**config.mk**
```make
export PLATFORM = sky130hd
export DESIGN_NAME = bft_stream_endpoint
export DESIGN_NICKNAME = d
export VERILOG_FILES = /design/src/rtl/bft_stream_endpoint_pkg.sv /design/src/rtl/bft_endpoint_fifo.sv /design/src/rtl/bft_stream_endpoint.sv
export SDC_FILE = /design/constraint.sdc
export NUM_CORES = 2
export LEC_CHECK = 0
export BUFFER_PORTS_ARGS = -buffer_cell sky130_fd_sc_hd__buf_2
export CAP_MARGIN = 5
export CORE_MARGIN = 2
export CORE_UTILIZATION = 35
export CTS_CLUSTER_SIZE = 12
export DETAILED_ROUTE_END_ITERATION = 7
export PLACE_DENSITY = 0.55
export SYNTH_ARGS = -nofsm -noshare
export SYNTH_HDL_FRONTEND = slang
export SYNTH_SLANG_ARGS = --single-unit
```
**constraint.sdc**
```tcl
create_clock -name clk -period 6.4 [get_ports clk]
set_input_delay 1.28 -clock clk [delete_from_list [all_inputs] [get_ports clk]]
set_output_delay 1.28 -clock clk [all_outputs]
set_load 0.03 [all_outputs]
```
**src/rtl/bft_stream_endpoint_pkg.sv**
```systemverilog
// Shared packet layout, credit-packet field positions and sender FSM encoding
// for the BFT stream endpoint.
package bft_stream_endpoint_pkg;

    localparam int unsigned PKT_W           = 49;
    localparam int unsigned DATA_W          = 32;
    localparam int unsigned LEAF_W          = 4;
    localparam int unsigned PORT_W          = 4;

    localparam int unsigned VALID_BIT       = 48;
    localparam int unsigned DEST_LEAF_LSB   = 44;
    localparam int unsigned DEST_PORT_LSB   = 40;
    localparam int unsigned SRC_LEAF_LSB    = 36;
    localparam int unsigned SRC_PORT_LSB    = 32;
    localparam int unsigned PAYLOAD_LSB     = 0;

    localparam int unsigned CREDIT_PORT_LSB = 8;
    localparam int unsigned CREDIT_CNT_LSB  = 0;
    localparam int unsigned CREDIT_CNT_W    = 8;

    typedef enum logic {
        SEND_IDLE = 1'b0,
        SEND_BUSY = 1'b1
    } send_state_t;

    function automatic logic [PKT_W-1:0] make_pkt(
        input logic [LEAF_W-1:0] dest_leaf,
        input logic [PORT_W-1:0] dest_port,
        input logic [LEAF_W-1:0] src_leaf,
        input logic [PORT_W-1:0] src_port,
        input logic [DATA_W-1:0] payload
    );
        logic [PKT_W-1:0] p;
        p                               = '0;
        p[VALID_BIT]                    = 1'b1;
        p[DEST_LEAF_LSB +: LEAF_W]      = dest_leaf;
        p[DEST_PORT_LSB +: PORT_W]      = dest_port;
        p[SRC_LEAF_LSB  +: LEAF_W]      = src_leaf;
        p[SRC_PORT_LSB  +: PORT_W]      = src_port;
        p[PAYLOAD_LSB   +: DATA_W]      = payload;
        return p;
    endfunction

    function automatic logic [DATA_W-1:0] make_credit_payload(
        input logic [PORT_W-1:0]       port,
        input logic [CREDIT_CNT_W-1:0] count
    );
        logic [DATA_W-1:0] pl;
        pl                                  = '0;
        pl[CREDIT_PORT_LSB +: PORT_W]       = port;
        pl[CREDIT_CNT_LSB  +: CREDIT_CNT_W] = count;
        return pl;
    endfunction

endpackage

```
**src/rtl/bft_endpoint_fifo.sv**
```systemverilog
// RX FIFO for the BFT endpoint: first-word-fall-through, read and write in the
// same cycle allowed even when full; a write to a full FIFO without a read is dropped.
module bft_endpoint_fifo #(
    parameter int unsigned DATA_BITS  = 32,
    parameter int unsigned DEPTH_BITS = 7
) (
    input  logic                 clk,
    input  logic                 reset,
    input  logic                 wr_en,
    input  logic [DATA_BITS-1:0] wr_data,
    input  logic                 rd_en,
    output logic [DATA_BITS-1:0] rd_data_c,
    output logic                 not_empty_c,
    output logic                 drop_c
);

    localparam int unsigned DEPTH = 1 << DEPTH_BITS;

    logic [DATA_BITS-1:0] mem [DEPTH];
    logic [DEPTH_BITS:0]  wr_ptr;
    logic [DEPTH_BITS:0]  rd_ptr;
    logic                 empty;
    logic                 full;
    logic                 do_rd;
    logic                 do_wr;

    always_comb begin
        empty       = (wr_ptr == rd_ptr);
        full        = (wr_ptr[DEPTH_BITS] != rd_ptr[DEPTH_BITS]) &&
                      (wr_ptr[DEPTH_BITS-1:0] == rd_ptr[DEPTH_BITS-1:0]);
        do_rd       = rd_en && !empty;
        do_wr       = wr_en && (!full || do_rd);
        drop_c      = wr_en && full && !do_rd;
        not_empty_c = !empty;
        rd_data_c   = empty ? '0 : mem[rd_ptr[DEPTH_BITS-1:0]];
    end

    always_ff @(posedge clk) begin
        if (reset) begin
            wr_ptr <= '0;
            rd_ptr <= '0;
        end else begin
            if (do_wr) wr_ptr <= wr_ptr + (DEPTH_BITS+1)'(1);
            if (do_rd) rd_ptr <= rd_ptr + (DEPTH_BITS+1)'(1);
        end
    end

    // Storage needs no reset: pointers define validity.
    always_ff @(posedge clk) begin
        if (do_wr) mem[wr_ptr[DEPTH_BITS-1:0]] <= wr_data;
    end

endmodule

```
**src/rtl/bft_stream_endpoint.sv**
```systemverilog
// Credit-flow-controlled stream endpoint on a BFT leaf: TX words become packets
// to the peer, RX packets to this leaf/port land in a FIFO; freed RX space is
// returned to the peer as credit packets. Define BFT_STREAM_ENDPOINT_STATS_EN
// to add tx_count/drop_count outputs.
module bft_stream_endpoint
    import bft_stream_endpoint_pkg::*;
#(
    parameter int unsigned PACKET_BITS           = 49,
    parameter int unsigned PAYLOAD_BITS          = 32,
    parameter int unsigned NUM_LEAF_BITS         = 4,
    parameter int unsigned NUM_PORT_BITS         = 4,
    parameter int unsigned SELF_LEAF             = 0,
    parameter int unsigned SELF_PORT             = 2,
    parameter int unsigned PEER_LEAF             = 1,
    parameter int unsigned PEER_PORT             = 2,
    parameter int unsigned RX_DEPTH_BITS         = 7,
    parameter int unsigned INIT_CREDITS          = 128,
    parameter int unsigned FREESPACE_UPDATE_SIZE = 64
) (
    input  logic                    clk,
    input  logic                    reset,
    input  logic [PACKET_BITS-1:0]  din_bft2endpoint,
    output logic [PACKET_BITS-1:0]  dout_endpoint2bft,
    input  logic                    resend,
    input  logic [PAYLOAD_BITS-1:0] din_user2endpoint,
    input  logic                    vld_user2endpoint,
    output logic                    ack_endpoint2user,
    output logic [PAYLOAD_BITS-1:0] dout_endpoint2user,
    output logic                    vld_endpoint2user,
    input  logic                    ack_user2endpoint
`ifdef BFT_STREAM_ENDPOINT_STATS_EN
    ,
    output logic [31:0]             tx_count,
    output logic [31:0]             drop_count
`endif
);

    localparam int unsigned CRED_W = $clog2(INIT_CREDITS + 1);
    localparam int unsigned CONS_W = $clog2(FREESPACE_UPDATE_SIZE + 1);
    localparam int unsigned SUM_W  = ((CRED_W > CREDIT_CNT_W) ? CRED_W : CREDIT_CNT_W) + 1;

    send_state_t              send_state;
    logic [CRED_W-1:0]        credits;
    logic [CONS_W-1:0]        consumed;
    logic                     credit_pending;

    logic                     rx_valid;
    logic [NUM_LEAF_BITS-1:0] rx_dest_leaf;
    logic [NUM_PORT_BITS-1:0] rx_dest_port;
    logic [NUM_PORT_BITS-1:0] rx_credit_port;
    logic [CREDIT_CNT_W-1:0]  rx_credit_cnt;
    logic                     rx_to_self;
    logic                     rx_credit;
    logic                     rx_wr;
    logic                     rx_rd;
    logic                     credit_load;
    logic                     tx_load;
    logic [SUM_W-1:0]         cred_sum;
    logic [CRED_W-1:0]        cred_next;
    logic [CONS_W:0]          cons_next;
    logic                     cons_hit;
    logic [PACKET_BITS-1:0]   credit_pkt;
    logic [PACKET_BITS-1:0]   data_pkt;
    logic                     fifo_drop_c;
    logic                     src_unused;

    // Packet decode, flow-control handshakes and next credit/consumed values.
    always_comb begin
        rx_valid          = din_bft2endpoint[VALID_BIT];
        rx_dest_leaf      = din_bft2endpoint[DEST_LEAF_LSB +: NUM_LEAF_BITS];
        rx_dest_port      = din_bft2endpoint[DEST_PORT_LSB +: NUM_PORT_BITS];
        rx_credit_port    = din_bft2endpoint[CREDIT_PORT_LSB +: NUM_PORT_BITS];
        rx_credit_cnt     = din_bft2endpoint[CREDIT_CNT_LSB +: CREDIT_CNT_W];
        rx_to_self        = rx_valid && (rx_dest_leaf == NUM_LEAF_BITS'(SELF_LEAF));
        rx_credit         = rx_to_self && (rx_dest_port == '0) &&
                            (rx_credit_port == NUM_PORT_BITS'(SELF_PORT));
        rx_wr             = rx_to_self && (rx_dest_port != '0) &&
                            (rx_dest_port == NUM_PORT_BITS'(SELF_PORT));
        rx_rd             = vld_endpoint2user && ack_user2endpoint;

        ack_endpoint2user = !reset && vld_user2endpoint && (credits != '0) &&
                            !resend && !credit_pending;
        credit_load       = credit_pending && !resend;
        tx_load           = credit_load || ack_endpoint2user;

        cred_sum          = SUM_W'(credits) + (rx_credit ? SUM_W'(rx_credit_cnt) : '0) -
                            SUM_W'(ack_endpoint2user);
        cred_next         = (cred_sum > SUM_W'(INIT_CREDITS)) ? CRED_W'(INIT_CREDITS)
                                                              : CRED_W'(cred_sum);
        cons_next         = (CONS_W+1)'(consumed) + (CONS_W+1)'(rx_rd);
        cons_hit          = (cons_next >= (CONS_W+1)'(FREESPACE_UPDATE_SIZE));

        credit_pkt        = make_pkt(LEAF_W'(PEER_LEAF), '0, LEAF_W'(SELF_LEAF),
                                     PORT_W'(SELF_PORT),
                                     make_credit_payload(PORT_W'(SELF_PORT),
                                                         CREDIT_CNT_W'(FREESPACE_UPDATE_SIZE)));
        data_pkt          = make_pkt(LEAF_W'(PEER_LEAF), PORT_W'(PEER_PORT), LEAF_W'(SELF_LEAF),
                                     PORT_W'(SELF_PORT), din_user2endpoint);
        src_unused        = ^{din_bft2endpoint[SRC_PORT_LSB +: NUM_LEAF_BITS + NUM_PORT_BITS],
                              fifo_drop_c};
    end

    // Sender FSM, output packet register, credit and freed-space accounting.
    always_ff @(posedge clk) begin
        if (reset) begin
            send_state        <= SEND_IDLE;
            dout_endpoint2bft <= '0;
            credits           <= CRED_W'(INIT_CREDITS);
            consumed          <= '0;
            credit_pending    <= 1'b0;
        end else begin
            credits  <= cred_next;
            consumed <= cons_hit ? CONS_W'(cons_next - (CONS_W+1)'(FREESPACE_UPDATE_SIZE))
                                 : CONS_W'(cons_next);
            if (cons_hit)
                credit_pending <= 1'b1;
            else if (credit_load)
                credit_pending <= 1'b0;

            // A rejected packet stays on the bus until the BFT takes it.
            if (resend && (send_state == SEND_BUSY))
                dout_endpoint2bft <= dout_endpoint2bft;
            else if (credit_load)
                dout_endpoint2bft <= credit_pkt;
            else if (ack_endpoint2user)
                dout_endpoint2bft <= data_pkt;
            else
                dout_endpoint2bft <= '0;

            case (send_state)
                SEND_IDLE: if (tx_load) send_state <= SEND_BUSY;
                SEND_BUSY: if (!resend && !tx_load) send_state <= SEND_IDLE;
                default:   send_state <= SEND_IDLE;
            endcase
        end
    end

    bft_endpoint_fifo #(
        .DATA_BITS  (PAYLOAD_BITS),
        .DEPTH_BITS (RX_DEPTH_BITS)
    ) u_rx_fifo (
        .clk         (clk),
        .reset       (reset),
        .wr_en       (rx_wr),
        .wr_data     (din_bft2endpoint[PAYLOAD_LSB +: PAYLOAD_BITS]),
        .rd_en       (ack_user2endpoint),
        .rd_data_c   (dout_endpoint2user),
        .not_empty_c (vld_endpoint2user),
        .drop_c      (fifo_drop_c)
    );

`ifdef BFT_STREAM_ENDPOINT_STATS_EN
    always_ff @(posedge clk) begin
        if (reset) begin
            tx_count   <= '0;
            drop_count <= '0;
        end else begin
            if (ack_endpoint2user) tx_count   <= tx_count + 32'd1;
            if (fifo_drop_c)       drop_count <= drop_count + 32'd1;
        end
    end
`endif

endmodule

```
* Word-level counts from Yosys, hierarchy flattened *
Memories as Yosys holds them, arrays and structs flattened. A register that Yosys moved wholly into a read port is not among the register bits.
Cells that the tools add are included.

storage, ports and cells
  bits in registers = 82
  bits in writable memories = 4096
  input port bits = 86
  output and inout port bits = 83
  memories = 1

cells by class
  add/sub/neg operators = 6
  magnitude comparators = 2
  equal/unequal tests = 5
  multiplexer cells = 14
  bitwise gates (word level) = 1
  reduce and logical (&&, ||, !) cells = 29

memory list
  name           depth  width  read ports  clocked after Yosys merged registers in  wr ports  line                     text
  u_rx_fifo.mem  128    32     1           1                                        1         bft_endpoint_fifo.sv:19  logic [DATA_BITS-1:0] mem [DEPTH];

operators with widths
  operator                                              number
  2-to-1 mux 49 bit                                     2
  2-to-1 mux 32 bit                                     1
  2-to-1 mux 7 bit                                      3
  adder 8 x 1 -> 8 bit (second input constant)          2
  logical AND 1 bit                                     15
  adder 8 x 8 -> 9 bit                                  1
  > comparator 9 x 8 -> 1 bit (second input constant)   1
  subtractor 9 x 1 -> 9 bit                             1
  adder 7 x 1 -> 8 bit                                  1
  equality test 4 x 2 -> 1 bit (second input constant)  2
  equality test 8 bit                                   1
  >= comparator 8 x 7 -> 1 bit (second input constant)  1
  logical NOT 4 bit                                     2
  2-to-1 mux 8 bit                                      1
  nonzero test 8 bit                                    1
  equality test 7 bit                                   1
  subtractor 7 bit (second input constant)              1
  logical NOT 1 bit                                     6
  2-to-1 mux 1 bit                                      6
  nonzero test 4 bit                                    1
  logical OR 1 bit                                      2
  one-hot mux 1 bit (2 select lines)                    1
  nonzero test 2 bit                                    1
  OR reduction 2 bit                                    1
  other kinds (2)                                       2

* Depth between registers and ports, before layout *
  depth after elaboration = 10
  mapped depth = 15

* By module *
Synthesis repeated with hierarchy kept, for this count alone.

unflattened totals
  cell total of the unflattened synthesis = 7812
  area, all modules = 159564.3 um^2

by module, submodules not included
  module               times used  cells an instance  area each (um^2)
  bft_endpoint_fifo    1           7528               156829.2
  bft_stream_endpoint  1           284                2735.1

* Least setup slack after synthesis *
Ideal clock, no wire load.

  path type = input to register
  start point = input din_bft2endpoint[40]
  end point = memory u_rx_fifo.mem[127][0], enable pin
  data arrival time = 4.514 ns
  setup slack = 1.421 ns
  stages on the path = 4
  path through = nor4b_1 > nand3_1 > a311o_1 > nor3_1

on the way
  longest elaborated chain between the ends = 6

ends and longest elaborated chain
  element                                   line                       text
  from (decl)                               bft_stream_endpoint.sv:22  input logic [PACKET_BITS-1:0] din_bft2endpoint,
  nonzero test 4 bit                        bft_stream_endpoint.sv:77  rx_wr = rx_to_self && (rx_dest_port != '0) &&
  logical AND 1 bit                         bft_stream_endpoint.sv:77
  logical AND 1 bit *                       bft_stream_endpoint.sv:77
  logical AND 1 bit *                       bft_endpoint_fifo.sv:32    do_wr = wr_en && (!full || do_rd);
  2-to-1 mux 1 bit *                        bft_endpoint_fifo.sv:50    if (do_wr) mem[wr_ptr[DEPTH_BITS-1:0]] <= wr_data;
  2-to-1 mux 1 bit (not written as such) *  bft_endpoint_fifo.sv:50
  to (decl)                                 bft_endpoint_fifo.sv:19

Every way passes the cells marked *; elsewhere a longest branch is shown, timed or not.

==> metrics.yaml <==
route:
  firstDrtPassIters: 6
  drtAntennaViolNets: 0
  drt-initial-drc-count: 9450
  avgViaCountPerCell: 5.57
  routedWlPerCell_um: 31.1
  dr_total_vias: 80100
  drc_errors: 0
  wirelength_um: 446000
timing:
  slew_headroom: 0.119
  worstMarginPinSlew_ns: 1.31
  timing.final.hold_violations: 0
  fin_skew_ns: 0.0513
  final_period_minus_worst_setup_slack_ns: 6.38
  setup-violations-final: 0
  period_share: 0.996
  setup-tns-final_ns: 0
  fmax_achieved_ghz: 0.157
  post-route-worst-setup-slack_ns: 0.0234
  timing.final.max_slew_violations: 0
  grt_setup_unrepaired: "false"
cells_and_area:
  final_common_cell: "edfxtp_1"
  most-common-layout-cells: "4096 x edfxtp_1, 785 x mux4_2, 499 x mux2i_1, 434 x clkbuf_16, 389 x buf_4"
  finish.utilization: 0.404
  final-instance-count-excl-fill: 14400
  area_growth_pct: 14.9
  final_nets: 8162
  drive_above_1_share: 0.250
clocking:
  worst_setup_hold_path_clk_slew_ns: 0.06
  insertion_delay_ns: 0.98
  hold_buffers: 0
  tritoncts: "done"
  htree_num_levels: 5
  numCtsBuffers: 426
  cts.path.max_buffers: 4
  cts_root_buf: "clkbuf_16"
  numClockSinks: 4170
worst_setup_path:
  critical_path_peak_fanout: 22
  crit_path_start_kind: "register"
  critPathRequiredTime_ns: 5.12
  crit_chain: "buf_4, nand2_1, buf_12, a211oi_1, a22oi_1, nand4_1, buf_4, nand4_1, buf_2"
  worstPathArrival_ns: 5.10
  ff2ff_setup_slack_ns: 2.34
  end_kind: "primary output"
  critical_path.top_delay_family: "buffers and inverters"
  buffers_and_inverters_on_the_worst_path: 4
  critPathSlowestCell: "dfxtp_2"
  worst_path_largest_cell_delay_ns: 0.91
  setup.worst_path.class: "reg2out"
placed_design:
  detailedPlacementHpwl_um: 258000
  buffer_ports.inserted: 147
  gpl.final_weighted_congestion: 0.809
  dp.cells: 13600
  worst_slack_placed_ns: 0.664
grt:
  pin_count_of_the_biggest_net_entering_global_routing: 129
  number_of_global_route_vias_before_repair: 80300
  grt-ovfl-total: 0
  grt_usage: 0.189
  number_of_antenna_violations_at_the_first_check_in_global_routing: 36
  grt_first_pass_wirelength_um: 620000
synthesis:
  post-synth-top-area-fraction: 0.771
  yosys-mux-area-fraction: 0.144
  yosys.area_share.adder: 0.00169
  syn_area_um2: 160000
  synth_compound_area_frac: 0.0384
  synth_top_family_by_area: "multiplexers"
  avgSynthCellArea_um2: 21.3
  ys_seq_elements: 4170
  netlist_top_cells_area: "edfxtp_1 77%, mux4_2 11%, mux2i_1 3.1%"
  synth_cell_type_count: 75
  synth-seq-area-share: 0.780
  simple_logic_cell_fraction_of_the_synthesized_area: 0.0184
  yosys_warnings: 0
  synthCells: 7492
  synth_enable_flop_cells: 4096
  post_synth_xor_area_fraction: 0.00165
  synth_async_sr_flop_share: 0
  synthFlopType: "edfxtp_1"
  synthDominantAreaCellType: "edfxtp_1"
floorplan:
  die-area_um2: 461000
  start_util: 0.352
  die_h_um: 679
  num_rows: 247
  core_um2: 453000
  io-pin-count: 169
  die_x_um: 679
status:
  outcome: "completed"
pwr:
  power_dens_cells_nw_per_um2: 295
  vdd_ir_drop_max_uv: 236
  fin_total_pwr_mw: 54.1
  power.static_leakage_nw: 54.5
worst_hold_path:
  worstHoldPathType: "reg2reg"
flow_run:
  cap_viol_max_count: 0
[cell usage after synthesis (all sizes together), types with 3 or more instances]
| master | n |
|---|---|
| a2111oi | 18 |
| a211oi | 96 |
| a21o | 18 |
| a21oi | 121 |
| a221oi | 19 |
| a22o | 59 |
| a22oi | 299 |
| a31oi | 22 |
| a32oi | 8 |
| and2 | 8 |
| and3 | 7 |
| and3b | 4 |
| and4 | 3 |
| buf | 289 |
| clkbuf | 156 |
| dfxtp | 74 |
| edfxtp | 4096 |
| ha | 20 |
| inv | 29 |
| mux2 | 28 |
| mux2i | 499 |
| mux4 | 785 |
| nand2 | 206 |
| nand2b | 6 |
| nand3 | 59 |
| nand3b | 6 |
| nand4 | 62 |
| nor2 | 193 |
| nor2b | 35 |
| nor3 | 7 |
| nor3b | 5 |
| nor4 | 6 |
| o211ai | 6 |
| o21ai | 49 |
| o221ai | 50 |
| o22ai | 54 |
| o2bb2ai | 12 |
| o31ai | 9 |
| or2 | 4 |
| or3 | 10 |
| or3b | 4 |
| xnor2 | 19 |
| xor2 | 11 |
[sequential cells by signal, indices dropped and copies added (netlist names), named ones only]
signal             cells
credit_pending         1
u_rx_fifo.rd_ptr       8
consumed               7
send_state             1
u_rx_fifo.mem       4096
u_rx_fifo.wr_ptr       8
credits                8
dout_endpoint2bft     34
[power by group]
part / internal [mW] / total (mW) / switching, mW
clock network: 13.0 / 23.1 / 10.2
registers: 30.0 / 30.0 / 0.0118
logic: 0.209 / 0.947 / 0.738
total: 43.2 / 54.1 / 10.9
[path summary, 6_finish.rpt]
| check | startpoint | to | depth (start not counted) |
|---|---|---|---|
| worst max-delay path | register | dout_endpoint2user[28] | 9 |
| worst min-delay path | consumed[6] | consumed[6] | 2 |
| worst max register to register | u_rx_fifo.wr_ptr[4] | u_rx_fifo.mem[118][17] | 8 |
| worst min register to register | consumed[6] | consumed[6] | 2 |
[layer usage]
layer	global-route usage	part of all wire	routed length, um
met1	0.266	0.42	189000
met3	0.0285	0.072	32300
met5	0	0	0
met4	0.0544	0.029	12700
met2	0.304	0.48	212000
[cell type report]
class | count | area (um^2)
Antenna cell | 42 | 105
Clock buffer | 572 | 11500
Clock inverter | 157 | 1170
Fill cell | 39600 | 270000
Inverter | 29 | 109
Multi-Input combinational cell | 2860 | 33800
Sequential cell | 4170 | 124000
Tap cell | 5976 | 7480
Timing Repair Buffer | 568 | 4770
[tightest hold or removal path, cell delays in order, from the launching register on]
cell and delay, ns:
dfxtp_1 0.32, inv_1 0.05, nor4_1 0.04
[logic make-up (layout without fill, tap and decap cells)]
kind of cell,after synthesis,count (layout)
AO/OA/AOI/OAI,852,852
XOR/XNOR,30,30
AND/OR/NAND/NOR,632,632
buffers and inverters,474,1326
multiplexers,1312,1312
adder cells (fa/ha/maj),21,21
other,1,55
flip-flops,4170,4170
[per-stage QoR]
stage / instance area (um^2) / hold WS, ns
global placement: 170000 / 0.439
floorplan: 160000 / 0.427
finish: 183000 / 0.451
detailed placement: 170000 / 0.445
CTS: 183000 / 0.454
global route: 183000 / 0.487
[repair_timing]
item,in CTS,in global routing
cloned,0,0
gates resized for setup,5,1
buffers inserted,8,2
endpoints found under the setup margin,26,14
pin swaps,1,1
endpoints found under the hold margin,0,0
(Power assumes the default switching activity.)
